File: src/rtl/nibble_serial_adder_ctrl_if.sv
// Request/result bundle between a requester and the nibble-serial adder.
// The requester drives the operation; the adder returns handshake and result.
interface nibble_serial_adder_ctrl_if #(
  parameter int WIDTH = 16
);
  logic             start;
  logic             sub;
  logic             c_in;
  logic [WIDTH-1:0] a;
  logic [WIDTH-1:0] b;
  logic             ready;
  logic             busy;
  logic             done;
  logic [WIDTH-1:0] sum;
  logic             c_out;
  logic             ovf;

  modport master (
    output start, sub, c_in, a, b,
    input  ready, busy, done, sum, c_out, ovf
  );

  modport slave (
    input  start, sub, c_in, a, b,
    output ready, busy, done, sum, c_out, ovf
  );
endinterface

File: src/rtl/nibble_serial_adder_ctrl.sv
// Multi-cycle WIDTH-bit add/subtract through one 4-bit adder slice.
// One nibble per cycle, LSB first; a registered carry links the passes.

// 4-bit combinational slice: {c_out, s} = a + b + c_in
module nibble_serial_adder_slice (
  input  logic [3:0] a,
  input  logic [3:0] b,
  input  logic       c_in,
  output logic [3:0] s,
  output logic       c_out
);
  assign {c_out, s} = {1'b0, a} + {1'b0, b} + {4'b0000, c_in};
endmodule

module nibble_serial_adder_ctrl #(
  parameter int WIDTH = 16
) (
  input  logic                      clock,
  input  logic                      reset,
  nibble_serial_adder_ctrl_if.slave bus
);
  localparam int NIBBLES = WIDTH / 4;
  localparam int CW      = (NIBBLES > 1) ? $clog2(NIBBLES) : 1;

  if ((WIDTH % 4) != 0 || WIDTH < 8) begin : g_bad_width
    $error("nibble_serial_adder_ctrl: WIDTH must be a multiple of 4 and >= 8");
  end

  typedef enum logic [1:0] {
    IDLE = 2'd0,
    RUN  = 2'd1,
    DONE = 2'd2
  } state_t;

  state_t                  state;
  logic [CW-1:0]           cnt;
  logic [NIBBLES-1:0][3:0] a_q;     // captured A
  logic [NIBBLES-1:0][3:0] b_q;     // captured B' (already inverted for sub)
  logic                    cin_q;   // carry into nibble 0
  logic                    carry_q; // carry out of the previous nibble
  logic [NIBBLES-1:0][3:0] part_q;  // partial result, filled LSB first
  logic [WIDTH-1:0]        sum_q;
  logic                    c_out_q;
  logic                    ovf_q;
  logic                    done_q;

  logic                    slice_cin;
  logic [3:0]              slice_s;
  logic                    slice_c;
  logic [NIBBLES-1:0][3:0] res_full;
  logic                    last;

  assign last      = (cnt == CW'(NIBBLES - 1));
  assign slice_cin = (cnt == '0) ? cin_q : carry_q;

  nibble_serial_adder_slice u_slice (
    .a     (a_q[cnt]),
    .b     (b_q[cnt]),
    .c_in  (slice_cin),
    .s     (slice_s),
    .c_out (slice_c)
  );

  // Partial result with the nibble being processed this cycle merged in
  always_comb begin
    res_full      = part_q;
    res_full[cnt] = slice_s;
  end

  // Sequencer: capture on accept, one slice pass per RUN cycle, publish on the last pass
  always_ff @(posedge clock or posedge reset) begin
    if (reset) begin
      state   <= IDLE;
      cnt     <= '0;
      a_q     <= '0;
      b_q     <= '0;
      cin_q   <= 1'b0;
      carry_q <= 1'b0;
      part_q  <= '0;
      sum_q   <= '0;
      c_out_q <= 1'b0;
      ovf_q   <= 1'b0;
      done_q  <= 1'b0;
    end else begin
      case (state)
        IDLE: begin
          done_q <= 1'b0;
          if (bus.start) begin
            a_q   <= bus.a;
            b_q   <= bus.sub ? ~bus.b : bus.b;
            cin_q <= bus.sub ? 1'b1 : bus.c_in;
            cnt   <= '0;
            state <= RUN;
          end
        end
        RUN: begin
          part_q  <= res_full;
          carry_q <= slice_c;
          cnt     <= cnt + CW'(1);
          if (last) begin
            sum_q   <= res_full;
            c_out_q <= slice_c;
            // Same-sign operands producing an opposite-sign result
            ovf_q   <= (a_q[NIBBLES-1][3] == b_q[NIBBLES-1][3]) &&
                       (res_full[NIBBLES-1][3] != a_q[NIBBLES-1][3]);
            done_q  <= 1'b1;
            state   <= DONE;
          end
        end
        DONE: begin
          done_q <= 1'b0;
          state  <= IDLE;
        end
        default: begin
          done_q <= 1'b0;
          state  <= IDLE;
        end
      endcase
    end
  end

  assign bus.ready = (state == IDLE);
  assign bus.busy  = (state == RUN);
  assign bus.done  = done_q;
  assign bus.sum   = sum_q;
  assign bus.c_out = c_out_q;
  assign bus.ovf   = ovf_q;
endmodule

File: src/flat_wrapper.sv
// flat-port wrapper written by rule: the top's interface ports become plain ports
module nibble_serial_adder_ctrl_flat 
#(
  parameter int WIDTH = 16
)
  (clock, reset, bus_start, bus_sub, bus_c_in, bus_a, bus_b, bus_ready, bus_busy, bus_done, bus_sum, bus_c_out, bus_ovf);
  nibble_serial_adder_ctrl_if #(.WIDTH(WIDTH)) bus_i ();
  input  logic clock;
  input  logic reset;
  input wire logic [$bits(bus_i.start)-1:0] bus_start;
  input wire logic [$bits(bus_i.sub)-1:0] bus_sub;
  input wire logic [$bits(bus_i.c_in)-1:0] bus_c_in;
  input wire logic [$bits(bus_i.a)-1:0] bus_a;
  input wire logic [$bits(bus_i.b)-1:0] bus_b;
  output wire logic [$bits(bus_i.ready)-1:0] bus_ready;
  output wire logic [$bits(bus_i.busy)-1:0] bus_busy;
  output wire logic [$bits(bus_i.done)-1:0] bus_done;
  output wire logic [$bits(bus_i.sum)-1:0] bus_sum;
  output wire logic [$bits(bus_i.c_out)-1:0] bus_c_out;
  output wire logic [$bits(bus_i.ovf)-1:0] bus_ovf;
  assign bus_i.start = bus_start;
  assign bus_i.sub = bus_sub;
  assign bus_i.c_in = bus_c_in;
  assign bus_i.a = bus_a;
  assign bus_i.b = bus_b;
  assign bus_ready = bus_i.ready;
  assign bus_busy = bus_i.busy;
  assign bus_done = bus_i.done;
  assign bus_sum = bus_i.sum;
  assign bus_c_out = bus_i.c_out;
  assign bus_ovf = bus_i.ovf;
  nibble_serial_adder_ctrl #(.WIDTH(WIDTH)) u_core (.clock(clock), .reset(reset), .bus(bus_i));
endmodule
File: config.mk
export PLATFORM = sky130hd
export DESIGN_NAME = nibble_serial_adder_ctrl_flat
export DESIGN_NICKNAME = d
export VERILOG_FILES = /design/src/rtl/nibble_serial_adder_ctrl_if.sv /design/src/rtl/nibble_serial_adder_ctrl.sv /design/src/flat_wrapper.sv
export SDC_FILE = /design/constraint.sdc
export NUM_CORES = 1
export LEC_CHECK = 0
export BUFFER_PORTS_ARGS = -buffer_cell sky130_fd_sc_hd__buf_2
export CAP_MARGIN = 20
export CELL_PAD_IN_SITES_DETAIL_PLACEMENT = 1
export CELL_PAD_IN_SITES_GLOBAL_PLACEMENT = 2
export CORE_MARGIN = 1
export CORE_UTILIZATION = 33
export DETAILED_ROUTE_END_ITERATION = 8
export HOLD_SLACK_MARGIN = 0.03
export PLACE_DENSITY_LB_ADDON = 0.1
export SYNTH_ARGS = -nofsm -noshare
export SYNTH_HDL_FRONTEND = slang
export SYNTH_HIERARCHICAL = 1
export SYNTH_SLANG_ARGS = --single-unit
File: constraint.sdc
create_clock -name clock -period 2.8 [get_ports clock]
set_input_delay 0.14 -clock clock [delete_from_list [all_inputs] [get_ports clock]]
set_output_delay 0.14 -clock clock [all_outputs]
set_load 0.005 [all_outputs]
After elaboration in Yosys (flattened, before gate mapping)
Index checks and enable logic that the tools add are counted.
{ "word_totals": {"regBits": 73, "latchBits": 0, "ram_bits": 0, "mem_bits_ro": 0, "inputBits": 37, "out_inout_bits": 21, "wordCells": 58, "mem_count": 0} }
{ "op_classes": {"addsub": 3, "multipliers": 0, "div_mod_pow": 0, "n_lt_le_gt_ge": 2, "eq_ne": 6, "shift": 0, "muxes": 17, "bitwise_logic": 1, "n_reduce_logical": 9} }
{ "op_table": {"columns": ["op", "count"], "rows": [
  ["$bmux W4 S2", 2],
  ["$bwmux W16", 1],
  ["$mux W16", 1],
  ["$not A16 Y16", 1],
  ["$mux W4", 3],
  ["$demux W4 S2", 1],
  ["$pmux W2 S2", 2],
  ["$reduce_and A2 Y1", 4],
  ["$mux W2", 3],
  ["$add A4 B4 Y5", 1],
  ["$add A5 B1 Y5", 1],
  ["$logic_not A2 Y1", 2],
  ["$mux W1", 4],
  ["$lt A2 B3 Y1 const B", 1],
  ["$add A2 B1 Y2 const B", 1],
  ["$eq A2 B1 Y1 const B", 1],
  ["$eq A2 B2 Y1 const B", 1],
  ["$ge A2 B1 Y1 const B", 1],
  ["$logic_and A1 B1 Y1", 2],
  ["$ne A2 B1 Y1 const B", 1],
  ["$ne A2 B2 Y1 const B", 1],
  ["$reduce_bool A2 Y1", 1],
  ["$eq A1 B1 Y1", 1],
  ["$ne A1 B1 Y1", 1]
]} }

Longest topological paths before layout
Gate-level depths: netlist of run 1.
{ "logic_depth": {"ltp_word": 7, "mapped_depth": 13, "ltp_nobuf": 11} }

Modules after synthesis
The synthesis of run 1 kept the hierarchy.
{ "by_module_without_submodules": {"columns": ["mod", "n_inst", "cells_per_inst", "area_each_um2", "seq_area_each_um2"], "rows": [
  ["nibble_serial_adder_ctrl", 1, 245, 3079.2, 1726.7],
  ["nibble_serial_adder_slice", 1, 16, 143.9, 0.0]
]} }

Worst setup path before layout of run 1
OpenSTA, ideal clock, no wires.
{ "synth_timing": {"path_type": "reg2reg", "start": "register u_core.cnt[1]", "end": "register u_core.ovf_q, in the netlist u_core/bus.ovf", "setup_ns": 0.128, "t_arrival_ns": 2.850, "required_ns": 2.672, "setup_slack_ns": -0.178, "stages_incl_launch_ff": 14, "path_buffers": 3, "synth_period_minus_slack_ns": 2.978, "cell_sequence": "dfrtp_1 -> clkbuf_1 -> inv_1 -> ha_1 -> clkbuf_1 -> mux2_2 -> fa_1 -> a21o_1 -> a21oi_2 -> xnor2_1 -> buf_1 -> and3b_1 -> a21oi_1 -> o21ai_0"} }
{ "synth_via": {"word_cells_on_any_way": 18, "cone_classes": "2 x add/sub; 2 x order compare; 2 x eq/ne; 8 x mux; 4 x reduce/logical"} }
{ "synth_rtl": {"columns": ["item", "line", "text"], "rows": [
  ["start: declaration", "nibble_serial_adder_ctrl.sv:36", "logic [CW-1:0] cnt;"],
  ["start signal: assignment", "nibble_serial_adder_ctrl.sv:99", "cnt <= cnt + CW'(1);"],
  ["$logic_not A2 Y1", "nibble_serial_adder_ctrl.sv:54", "assign slice_cin = (cnt == '0) ? cin_q : carry_q;"],
  ["$mux W1", "nibble_serial_adder_ctrl.sv:54", null],
  ["named net u_core.slice_cin", "nibble_serial_adder_ctrl.sv:47", "logic slice_cin;"],
  ["$add A5 B1 Y5", "nibble_serial_adder_ctrl.sv:12", "assign {c_out, s} = {1'b0, a} + {1'b0, b} + {4'b0000, c_in};"],
  ["named net u_core.slice_s[3]", "nibble_serial_adder_ctrl.sv:48", "logic [3:0] slice_s;"],
  ["$bwmux W16", "nibble_serial_adder_ctrl.sv:67", "res_full[cnt] = slice_s;"],
  ["$ne A1 B1 Y1", "nibble_serial_adder_ctrl.sv:105", "(res_full[NIBBLES-1][3] != a_q[NIBBLES-1][3]);"],
  ["$logic_and A1 B1 Y1", "nibble_serial_adder_ctrl.sv:104", "ovf_q <= (a_q[NIBBLES-1][3] == b_q[NIBBLES-1][3]) &&"],
  ["end signal: assignment", "nibble_serial_adder_ctrl.sv:104", null],
  ["end: declaration", "nibble_serial_adder_ctrl.sv:44", "logic ovf_q;"]
]} }
The timed path passes the listed nets, and every way through them passes these cells. The select of a mux whose other input is x is not followed.
A chain may end at the register's enable or synchronous reset.

Worst setup path after layout of run 1
{ "layout_timing": {"start": "register u_core.cnt[0]", "end": "register u_core.sum_q[9], in the netlist u_core/bus.sum[9]"} }
{ "layout_via": {"elab_chain_cells": 5, "word_cells_on_any_way": 16, "cone_classes": "2 x add/sub; 2 x order compare; 1 x eq/ne; 8 x mux; 3 x reduce/logical"} }
{ "layout_rtl": {"columns": ["item", "line", "text"], "rows": [
  ["$bmux W4 S2, on equally long branches", "nibble_serial_adder_ctrl.sv:57, nibble_serial_adder_ctrl.sv:58", null],
  ["$mux W4, on equally long branches", "nibble_serial_adder_ctrl.sv:57, nibble_serial_adder_ctrl.sv:58", null],
  ["$add A4 B4 Y5", "nibble_serial_adder_ctrl.sv:12", null],
  ["$add A5 B1 Y5 (*)", "nibble_serial_adder_ctrl.sv:12", null],
  ["named net u_core.slice_s[1]", "nibble_serial_adder_ctrl.sv:48", null],
  ["$bwmux W16 (*)", "nibble_serial_adder_ctrl.sv:67", null],
  ["end signal: assignment", "nibble_serial_adder_ctrl.sv:101", "sum_q <= res_full;"],
  ["end: declaration", "nibble_serial_adder_ctrl.sv:42", "logic [WIDTH-1:0] sum_q;"]
]} }
Mark *: on every way through the listed nets, which the timed path passes. The rest lies on a longest branch. The select of a mux whose other input is x is not followed.

==> run summary, run 1 <==
Clk_skew - 0.01358 ns
Final instance count without filler cells - 472
RSZ-0062 raised after global routing - no
Buffer count from post-CTS setup fixing - 0
DR vias - 2,171
Chip width - 100.8 um
Sequential cell area fraction in the yosys report - 0.5357
Synth-to-layout area growth - 27.45%
Syn_area_per_cell - 12.35 sq um
PD cells - 1416 nW/um^2
Startpoint Class - register
Least-Margin Pin Slew - 0.6482 ns
Top FF cell, synth - dfrtp_1
Hpwl dp - 4693 um
CTS H-tree lvls - 3
Gpl congestion - 0.6809
Final WL - 6907 um
Reg2Reg Setup Slack - 0.23 ns
Worst VDD drop - 0.0006407 V
Site Rows - 35
Hold Fails Final Rpt - 0
Reg2reg end - u_core/bus.sum[9]
1st-iter DRT viols - 72
PortBufs - 57
M1 GR Usage - 0.2121
Reg2reg path depth - 8
Setup TNS - 0 ns
Clock tree root driver cell - clkbuf_8
Final setup violation count - 0
CP Data Required Time - 3.06 ns
Clk buf depth - 2
Gr usage total - 0.1582
Largest net degree at the start of global routing - 70
Critical Path Fanout Max - 7
Multi-input gate area - 1386 sq um
Yosys warnings - 6
N_diodes - 0
Minimum clock period - 2.571 ns
Gr busiest metal - met2
Met3 GRT Util - 0.02774
Synth Register Bits - 69
FFs w/ async S/R, synth - 1.000
Top-area cell type share of the netlist area - 0.5357
Synth cell types - 27
Hold_sp - bus_b[2]
Routed vias/inst - 4.600
Rel. slew slack - 0.5655
Worst hold path class - primary input to register
Initial core utilization - 0.3439
Status - complete, no violations
DR WL/cell - 14.63 um
Fin nets - 384
FILL cells - 1,033
CTS tree - built
CP Cell Sequence - buf_4 -> mux4_2 -> fa_1 -> inv_1 -> fa_1 -> inv_1 -> mux2i_1 -> o21ai_0
Die Y - 100.8 um
CP max stage delay - 0.52 ns
Worst Setup Path Type - register to register
CP Capture Type - register
Met2 global-route usage - 0.2497
Layout cells sized above 1 - 0.3732
Detail Route Antenna Nets - 0
DR pass1 iterations - 4
Mapped Area - 3223 sq um
Count of maximum capacitance violations - 0
Synth area leader - dfrtp_1
Commonest cells post-synth - dfrtp_1 (69), mux2_2 (34), nor2_1 (22)
Mapped Nets - 307
Worst r2r src - u_core/cnt[0]
Most common cell in the netlist - dfrtp_1
Global-route wire length before repair - 11,870 um
DRC violation count after routing - 0
Post-synth EDFFs - 0
CORE AREA - 9371 sq um
Overflow after GRT - 0
Clock transition at the registers of the reported paths - 0.08 ns
Sequential standard cell area - 1727 sq um
Fmax - 388.9 MHz
Slowest CP cell - mux4_2
I/O Pins - 58
Hold Path End - u_core/b_q[2]
Synth area leaders - dfrtp_1 (54%), mux2_2 (12%), mux4_2 (5.6%)
Final period util - 0.9184
Die area - 10,170 sq um
Pins Over Slew Limit - 0
Sink count of the clock tree - 69
Placed insts - 439
Hold depth - 3
Cts bufs inserted - 9
Leak pwr - 0.001860 uW
Cells after Synth - 261
CP arrival - 2.83 ns
Vias in the first global route - 2,261
Initial antenna violation count - 0
Clk Latency, worst-skew pair - 0.35 ns
==> where the power goes <==
| group | switching [uW] | internal, uW | leakage [uW] |
|---|---|---|---|
| Combinational | 1540 | 1400 | 0.000910 |
| Sequential | 280 | 1500 | 0.000814 |
| Clock | 391 | 706 | 0.000136 |
| Total | 2210 | 3610 | 0.00186 |
==> worst max-delay path by stage <==
stage	from	end	cells past startpoint
floorplan	u_core/cnt[0]	u_core/bus.ovf	13
global placement	u_core/cnt[0]	u_core/bus.sum[9]	8
detailed placement	u_core/cnt[0]	u_core/bus.sum[1]	8
CTS	u_core/cnt[0]	u_core/bus.sum[1]	8
global route	u_core/cnt[0]	u_core/bus.sum[1]	8
finish	u_core/cnt[0]	u_core/bus.sum[9]	8
==> area by class of cell <==
cell class	instances	area share
Inverter	9	0.008224
Multi-Input combinational cell	167	0.3375
Clock buffer	10	0.03351
Timing Repair Buffer	82	0.1285
Tap cell	129	0.03929
Clock inverter	6	0.03259
Sequential cell	69	0.4203
==> per-stage QoR <==
| step | setup WS, ns | total power (uW) | hold slack (ns) | cell area, sq um | util |
|---|---|---|---|---|---|
| 2_1_floorplan | 0.06175 | 3833 | 0.2916 | 3229 | - |
| 3_3_place_gp | 0.2727 | 4723 | 0.2572 | 3666 | 0.3912 |
| 5_1_grt | 0.01324 | 6356 | 0.07878 | 4108 | 0.4383 |
| 3_5_place_dp | 0.1983 | 4807 | 0.2524 | 3666 | 0.3912 |
| 4_1_cts | 0.1856 | 5947 | 0.05442 | 4108 | 0.4383 |
| 6_report | 0.2285 | 5816 | 0.07028 | 4108 | 0.4383 |
==> state kept, by name (all words and copies together), names as in the netlist <==
signal            count
u_core/bus.ovf        1
u_core/cin_q          1
u_core/carry_q        1
u_core/b_q           16
u_core/state          2
u_core/a_q           16
u_core/bus.c_out      1
u_core/bus.done       1
u_core/cnt            2
u_core/bus.sum       16
u_core/part_q        12
==> what timing repair did <==
action	4_1_cts	5_1_grt
hold buffers	17	0
resized for setup	0	0
hold endpoints to repair	85	0
==> per-layer routing <==
| metal | up-vias | routed length [um] |
|---|---|---|
| met5 | - | 0 |
| met4 | 0 | 125 |
| met3 | 10 | 198 |
| met2 | 39 | 3450 |
| met1 | 1074 | 3133 |
| li1 | 1048 | - |
==> critical path: cells and delay by family, from the launching register on <==
family / cells / cell delay [ns]
flip-flops: 1 / 0.37
AO/OA/AOI/OAI: 1 / 0.17
adder cells (fa/ha/maj): 2 / 0.86
multiplexers: 2 / 0.64
buffers and inverters: 3 / 0.45
==> layout by cell type, fill, tap and decap left out, types with 4 or more instances in the layout <==
master         instances
a21oi_1               18
buf_2                 57
buf_4                  7
bufinv_16              4
clkbuf_8              10
dfrtp_1               69
dlygate4sd3_1         17
ha_1                   7
inv_1                  7
mux2_2                34
mux2i_1               12
mux4_2                 8
nand2_1               20
nor2_1                22
o21ai_0               15
xnor2_1               18
==> cells by family after synthesis <==
| kind of cell | count (synthesis) | share of synthesized area |
|---|---|---|
| multiplexers | 54 | 0.2120 |
| AND/OR/NAND/NOR | 49 | 0.06871 |
| XOR/XNOR | 18 | 0.04891 |
| adder cells (fa/ha/maj) | 9 | 0.03960 |
| AO/OA/AOI/OAI | 37 | 0.06095 |
| buffers and inverters | 25 | 0.03416 |
| flip-flops | 69 | 0.5357 |
Note: power is estimated with default switching activity, not from simulation.
==> inputs of run 2 (changes only) <==
Settings changed: CORE_MARGIN 1 to not set, PLACE_DENSITY set to 0.72, PLACE_DENSITY_LB_ADDON 0.1 to not set.
==> run 2 against run 1 <==
  * Sequential power about the same
  * Global-route usage down 0.75 points
  * Critical path depth up 1
  * Maximum frequency increased by 0.98%
  * Worst hold slack worse by 0.021 ns
  * Sequential cell count stayed put
  * Cell area decreased by 0.27%
  * Via count fell by 0.28%
  * Combinational power about the same
  * Non-clock buffer count down 2
  * Clock skew shrank 0.00067 ns
  * Critical path type unchanged
  * Critical endpoint is now u_core/bus.ovf
==> run summary, run 2 (synthesis results as in run 1) <==
CTS tree - built
Clk_skew - 0.01292 ns (-0.0006667 ns)
Count of maximum capacitance violations - 0 (unchanged)
Rel. slew slack - 0.4603 (-0.1052)
Part of the power in registers - 0.307 (about the same)
PD cells - 1413 nW/um^2 (-0.22%)
Min Hold Slack - 0.04963 ns (-0.02065 ns)
Psw - 2176 uW (-1.6%)
CP arrival - 2.74 ns (-0.09 ns)
Comb power frac - 0.505 (about the same)
Routed vias/inst - 4.606 (+0.15%)
Die area - 10,170 sq um (unchanged)
RSZ-0062 raised after global routing - no
Design area - 4096 sq um (-0.27%)
Global-route wire length before repair - 11,470 um (-3.4%)
Critical Path Fanout Max - 5 (-2)
Final period util - 0.9095 (-0.008874)
DR vias - 2,165 (-0.28%)
Most common cell after layout, fill and taps aside - dfrtp_1
Initial antenna violation count - 0 (unchanged)
DP Area - 3659 sq um (-0.20%)
Vias in the first global route - 2,299 (+1.7%)
Leak pwr - 0.001854 uW (-0.33%)
Worst hold path class - primary input to register
Detail Route Antenna Nets - 0 (unchanged)
Final WL - 6665 um (-3.5%)
N_diodes - 0 (unchanged)
Site Rows - 35 (unchanged)
DR pass1 iterations - 4 (unchanged)
CTS H-tree lvls - 3 (unchanged)
Fin nets - 382 (-0.52%)
DR WL/cell - 14.18 um (-3.1%)
Least-Margin Pin Slew - 0.8084 ns (+0.1601 ns)
Initial core utilization - 0.3439 (unchanged)
Cts bufs inserted - 9 (unchanged)
Minimum clock period - 2.547 ns (-0.02485 ns)
I/O Pins - 58 (unchanged)
DRC violation count after routing - 0 (unchanged)
Layout cells sized above 1 - 0.3754 (+0.002189)
Overflow after GRT - 0 (unchanged)
CORE AREA - 9371 sq um (unchanged)
Gpl congestion - 0.7219 (+6.0%)
Most frequent cells in the layout - dfrtp_1 (69), buf_2 (57), mux2_2 (34)
PortBufs - 57 (unchanged)
Slowest CP cell - mux4_2
Hold Fails Final Rpt - 0 (unchanged)
Synth-to-layout area growth - 27.10%
Hpwl dp - 4584 um (-2.3%)
CP max stage delay - 0.54 ns (+0.02 ns)
Final setup violation count - 0 (unchanged)
Switching share of power - 0.3760 (-0.004045)
Clock power frac - 0.188 (about the same)
1st-iter DRT viols - 15 (-79%)
Worst path top cell family by delay - multiplexers
Fmax - 392.7 MHz (+0.98%)
Clock transition at the registers of the reported paths - 0.08 ns (about the same)
Startpoint Class - register
Pins Over Slew Limit - 0 (unchanged)
Clock tree root driver cell - clkbuf_8
Setup TNS - 0 ns (unchanged)
Clk Latency, worst-skew pair - 0.34 ns (about the same)
Die Y - 100.8 um (unchanged)
Power Internal - 3611 uW (+0.15%)
Chip width - 100.8 um (unchanged)
CP Cell Sequence - buf_4 -> mux4_2 -> ha_1 -> a21o_1 -> a21oi_2 -> xnor2_1 -> and3b_1 -> a21oi_1 -> o21ai_0
CP Capture Type - register
Worst Setup Path Type - register to register
Status - complete, no violations
Buffer count from post-CTS setup fixing - 0 (unchanged)
Clk buf depth - 2 (unchanged)
Worst VDD drop - 0.0005752 V (-10%)
Largest net degree at the start of global routing - 54 (-23%)
CP Data Required Time - 2.99 ns (-0.07 ns)
Sink count of the clock tree - 69 (unchanged)
WP buf/inv - 1 (-2)
Gr usage total - 0.1506 (-0.007549)
run 2: worst reg2reg max path: cells and delay by family, from the launching register on:
kind	cells	cell delay (ns)
compound gates	4	0.52
xor+xnor	1	0.16
fa+ha+maj	1	0.32
buf+inv	1	0.21
flops	1	0.46
mux	1	0.54
simple gates	1	0.20
run 2: metrics by stage:
stage / setup slack (ns) / util / total power (uW) / instances
final: 0.2534 / 0.4371 / 5787 / 470
after detailed placement: 0.2126 / 0.3904 / 4755 / 438
after floorplan: 0.06175 / - / 3833 / 261
after CTS: 0.1640 / 0.4363 / 5894 / 470
after global placement: 0.2622 / 0.3904 / 4678 / 438
after global routing: 0.02231 / 0.4371 / 6298 / 470
run 2: area by class of cell:
class	count	area [sq um]
multi-input cells	167	1394
clock inverters	7	146.4
fillers	1040	5275
clock buffers	9	123.9
inverters	9	33.78
flip-flops and latches	69	1727
repair buffers	80	510.5
well taps	129	161.4
run 2: metal layers:
layer,routed length (um),track usage,up-vias
met5,0,0,-
met4,131,0.06355,0
met3,220,0.03675,11
met2,3270,0.2439,50
met1,3041,0.1929,1058
li1,-,-,1046
run 2: repair_timing:
item | CTS | global route
hold buffers | 16 | 0
endpoints found under the hold margin | 50 | 0
resized for setup | 0 | 1
setup endpoints to repair | 0 | 1
run 2: path summary, 6_finish.rpt:
path                                   start                 to  slack (ns)  depth (start not counted)
min reg2reg                u_core/bus.sum[1]  u_core/bus.sum[1]        0.48                          2
max                            u_core/cnt[0]     u_core/bus.ovf        0.25                          9
max reg2reg                    u_core/cnt[0]     u_core/bus.ovf        0.25                          9
max in group asynchronous              reset      u_core/b_q[4]        1.64                          4
min                                 bus_a[4]      u_core/a_q[4]        0.05                          2
min in group asynchronous              reset  u_core/bus.sum[4]        0.50                          3
run 2: power groups by stage:
stage	Sequential, uW	Combinational, uW	Clock, uW
final	1780	2920	1090
after global routing	1850	3290	1160
after CTS	1790	2980	1120
after detailed placement	1810	2940	0
after global placement	1800	2880	0
after floorplan	1720	2110	0
==> inputs of run 3 (changes only) <==
Settings changed: CORE_ASPECT_RATIO set to 1.4, CORE_MARGIN set to 1.5.
==> run 3 against run 2 <==
  * Sequential power about the same
  * Global-route usage fell by 0.59 points
  * Utilization down 2.3 points
  * Cell area fell by 4.3%
==> run summary, run 3 (synthesis results as in run 1) <==
Status - complete, no violations
Reg2reg path depth - 10 (+1)
Clock transition at the registers of the reported paths - 0.05 ns (-0.03 ns)
Sink count of the clock tree - 69 (unchanged)
Design area - 3921 sq um (-4.3%)
WP buf/inv - 2 (+1)
Clk buf depth - 2 (unchanged)
PortBufs - 57 (unchanged)
Layout cells sized above 1 - 0.3896 (+0.01420)
RSZ-0062 raised after global routing - no
Final WL - 6551 um (-1.7%)
Min Hold Slack - 0.04298 ns (-0.006649 ns)
Slowest CP cell - dfrtp_1
CTS tree - built
Leak pwr - 0.001797 uW (-3.1%)
Reg2Reg Setup Slack - 0.22 ns (-0.03 ns)
Most frequent cells in the layout - dfrtp_1 (69), buf_2 (57), mux2_2 (34)
Site Rows - 42 (+20%)
Worst Setup Path Type - register to register
Clock tree root driver cell - clkbuf_16
Comb power frac - 0.511 (+0.006)
PD cells - 1457 nW/um^2 (+3.1%)
DRC violation count after routing - 0 (unchanged)
Vias in the first global route - 2,354 (+2.4%)
Worst r2r src - u_core/cnt[0]
CP Capture Type - register
Detail Route Antenna Nets - 0 (unchanged)
Reg2reg end - u_core/bus.c_out
Setup slack after placement - 0.1850 ns (-0.02765 ns)
Die Y - 119.9 um (+19%)
Clk Latency, worst-skew pair - 0.32 ns (-0.02 ns)
Global-route wire length before repair - 11,540 um (+0.66%)
Hpwl dp - 4871 um (+6.3%)
Most common cell after layout, fill and taps aside - dfrtp_1
N_diodes - 0 (unchanged)
DR WL/cell - 15.03 um (+6.0%)
Worst hold path class - primary input to register
Minimum clock period - 2.581 ns (+0.03432 ns)
I/O Pins - 58 (unchanged)
Hold Fails Final Rpt - 0 (unchanged)
DP Area - 3637 sq um (-0.58%)
Overflow after GRT - 0 (unchanged)
Gpl congestion - 0.6943 (-3.8%)
Part of the power in registers - 0.311 (+0.004)
Placed insts - 421 (-3.9%)
Buffer count from post-CTS setup fixing - 0 (unchanged)
Final instance count without filler cells - 436 (-7.2%)
CTS H-tree lvls - 3 (unchanged)
Largest net degree at the start of global routing - 38 (-30%)
Cts bufs inserted - 9 (unchanged)
Critical Path Fanout Max - 5 (unchanged)
Worst path top cell family by delay - adder cells
Final setup violation count - 0 (unchanged)
Routed vias/inst - 4.817 (+4.6%)
Clk_skew - 0.006333 ns (-0.006583 ns)
Hold Path End - u_core/a_q[2]
Post-route setup slack - 0.2190 ns (-0.03432 ns)
Switching share of power - 0.3775 (+0.001450)
CORE AREA - 9459 sq um (+0.93%)
CP arrival - 2.79 ns (+0.05 ns)
FILL cells - 1,039 (-0.096%)
Synth-to-layout area growth - 21.66%
Chip width - 86.53 um (-14%)
Clock power frac - 0.178 (-0.010)
Worst VDD drop - 0.0005352 V (-7.0%)
Psw - 2157 uW (-0.88%)
DR vias - 2,100 (-3.0%)
Initial core utilization - 0.3407 (-0.003184)
Rel. slew slack - 0.5622 (+0.1019)
Pins Over Slew Limit - 0 (unchanged)
CP Data Required Time - 3.01 ns (+0.02 ns)
Gr usage total - 0.1448 (-0.005853)
Final period util - 0.9218 (+0.01226)
Hold depth - 2 (unchanged)
DR pass1 iterations - 4 (unchanged)
Least-Margin Pin Slew - 0.6558 ns (-0.1526 ns)
CP Cell Sequence - inv_1 -> ha_1 -> mux2_2 -> fa_1 -> inv_1 -> fa_1 -> nor2b_1 -> o21ai_0 -> nand2b_1 -> mux2_2
Fmax - 387.5 MHz (-1.3%)
Multi-input gate area - 1394 sq um (unchanged)
Count of maximum capacitance violations - 0 (unchanged)
1st-iter DRT viols - 104 (+89)
Startpoint Class - register
Fin nets - 369 (-3.4%)
Power Internal - 3557 uW (-1.5%)
Sequential standard cell area - 1727 sq um (unchanged)
Setup TNS - 0 ns (unchanged)
Initial antenna violation count - 0 (unchanged)
Die area - 10,380 sq um (+2.1%)
CP max stage delay - 0.46 ns (-0.08 ns)
Hold_sp - bus_a[2]
## run 3: cell count changes in the layout (fill, tap and decap cells not counted), sizes merged
cell         delta
dlygate4sd3    -15
bufinv          -4
clkbuf          +3
buf             +2
inv             -1
## run 3: worst reg2reg max path: cells and delay by family, from the launching register on
| family | cells | cell delay [ns] |
|---|---|---|
| AO/OA/AOI/OAI | 1 | 0.21 |
| adder cells (fa/ha/maj) | 3 | 0.80 |
| buffers and inverters | 2 | 0.22 |
| flip-flops | 1 | 0.46 |
| multiplexers | 2 | 0.61 |
| AND/OR/NAND/NOR | 2 | 0.18 |
## run 3: how the worst max path moves through the flow
stage | from | endpoint | slack [ns] | cells after the start
6_report | u_core/cnt[0] | u_core/bus.c_out | 0.22 | 10
5_1_grt | u_core/cnt[0] | u_core/bus.sum[7] | 0.07 | 9
4_1_cts | u_core/cnt[0] | u_core/bus.ovf | 0.18 | 9
3_5_place_dp | u_core/cnt[0] | u_core/bus.ovf | 0.18 | 9
3_3_place_gp | u_core/cnt[0] | u_core/bus.ovf | 0.22 | 9
2_1_floorplan | u_core/cnt[0] | u_core/bus.ovf | 0.06 | 13
## run 3: repair_timing
item,CTS,global route
hold endpoints to repair,29,0
gates resized for setup,0,1
hold buffers,1,0
endpoints found under the setup margin,0,1
## run 3: per-layer routing
metal | part of all wire | GRT usage
met2 | 0.52 | 0.2490
met3 | 0.036 | 0.03645
met1 | 0.43 | 0.1719
met5 | 0 | 0
met4 | 0.013 | 0.05444
## run 3: layout make-up
class | count | share of cell area
Clock buffer | 12 | 0.06541
Clock inverter | 2 | 0.002553
Inverter | 9 | 0.008615
Multi-Input combinational cell | 167 | 0.3555
Sequential cell | 69 | 0.4403
Tap cell | 110 | 0.03510
Timing Repair Buffer | 67 | 0.09253
## run 3: metrics by stage
stage | utilization | power (uW)
3_5_place_dp | 0.3845 | 4746
2_1_floorplan | - | 3833
6_report | 0.4146 | 5714
3_3_place_gp | 0.3845 | 4638
4_1_cts | 0.4138 | 5794
5_1_grt | 0.4146 | 6199
## run 3: power groups by stage
stage,sequential (uW),combinational [uW],clock (uW)
2_1_floorplan,1720,2110,0
3_3_place_gp,1780,2850,0
3_5_place_dp,1810,2930,0
4_1_cts,1790,2950,1050
5_1_grt,1850,3250,1090
6_report,1780,2920,1020
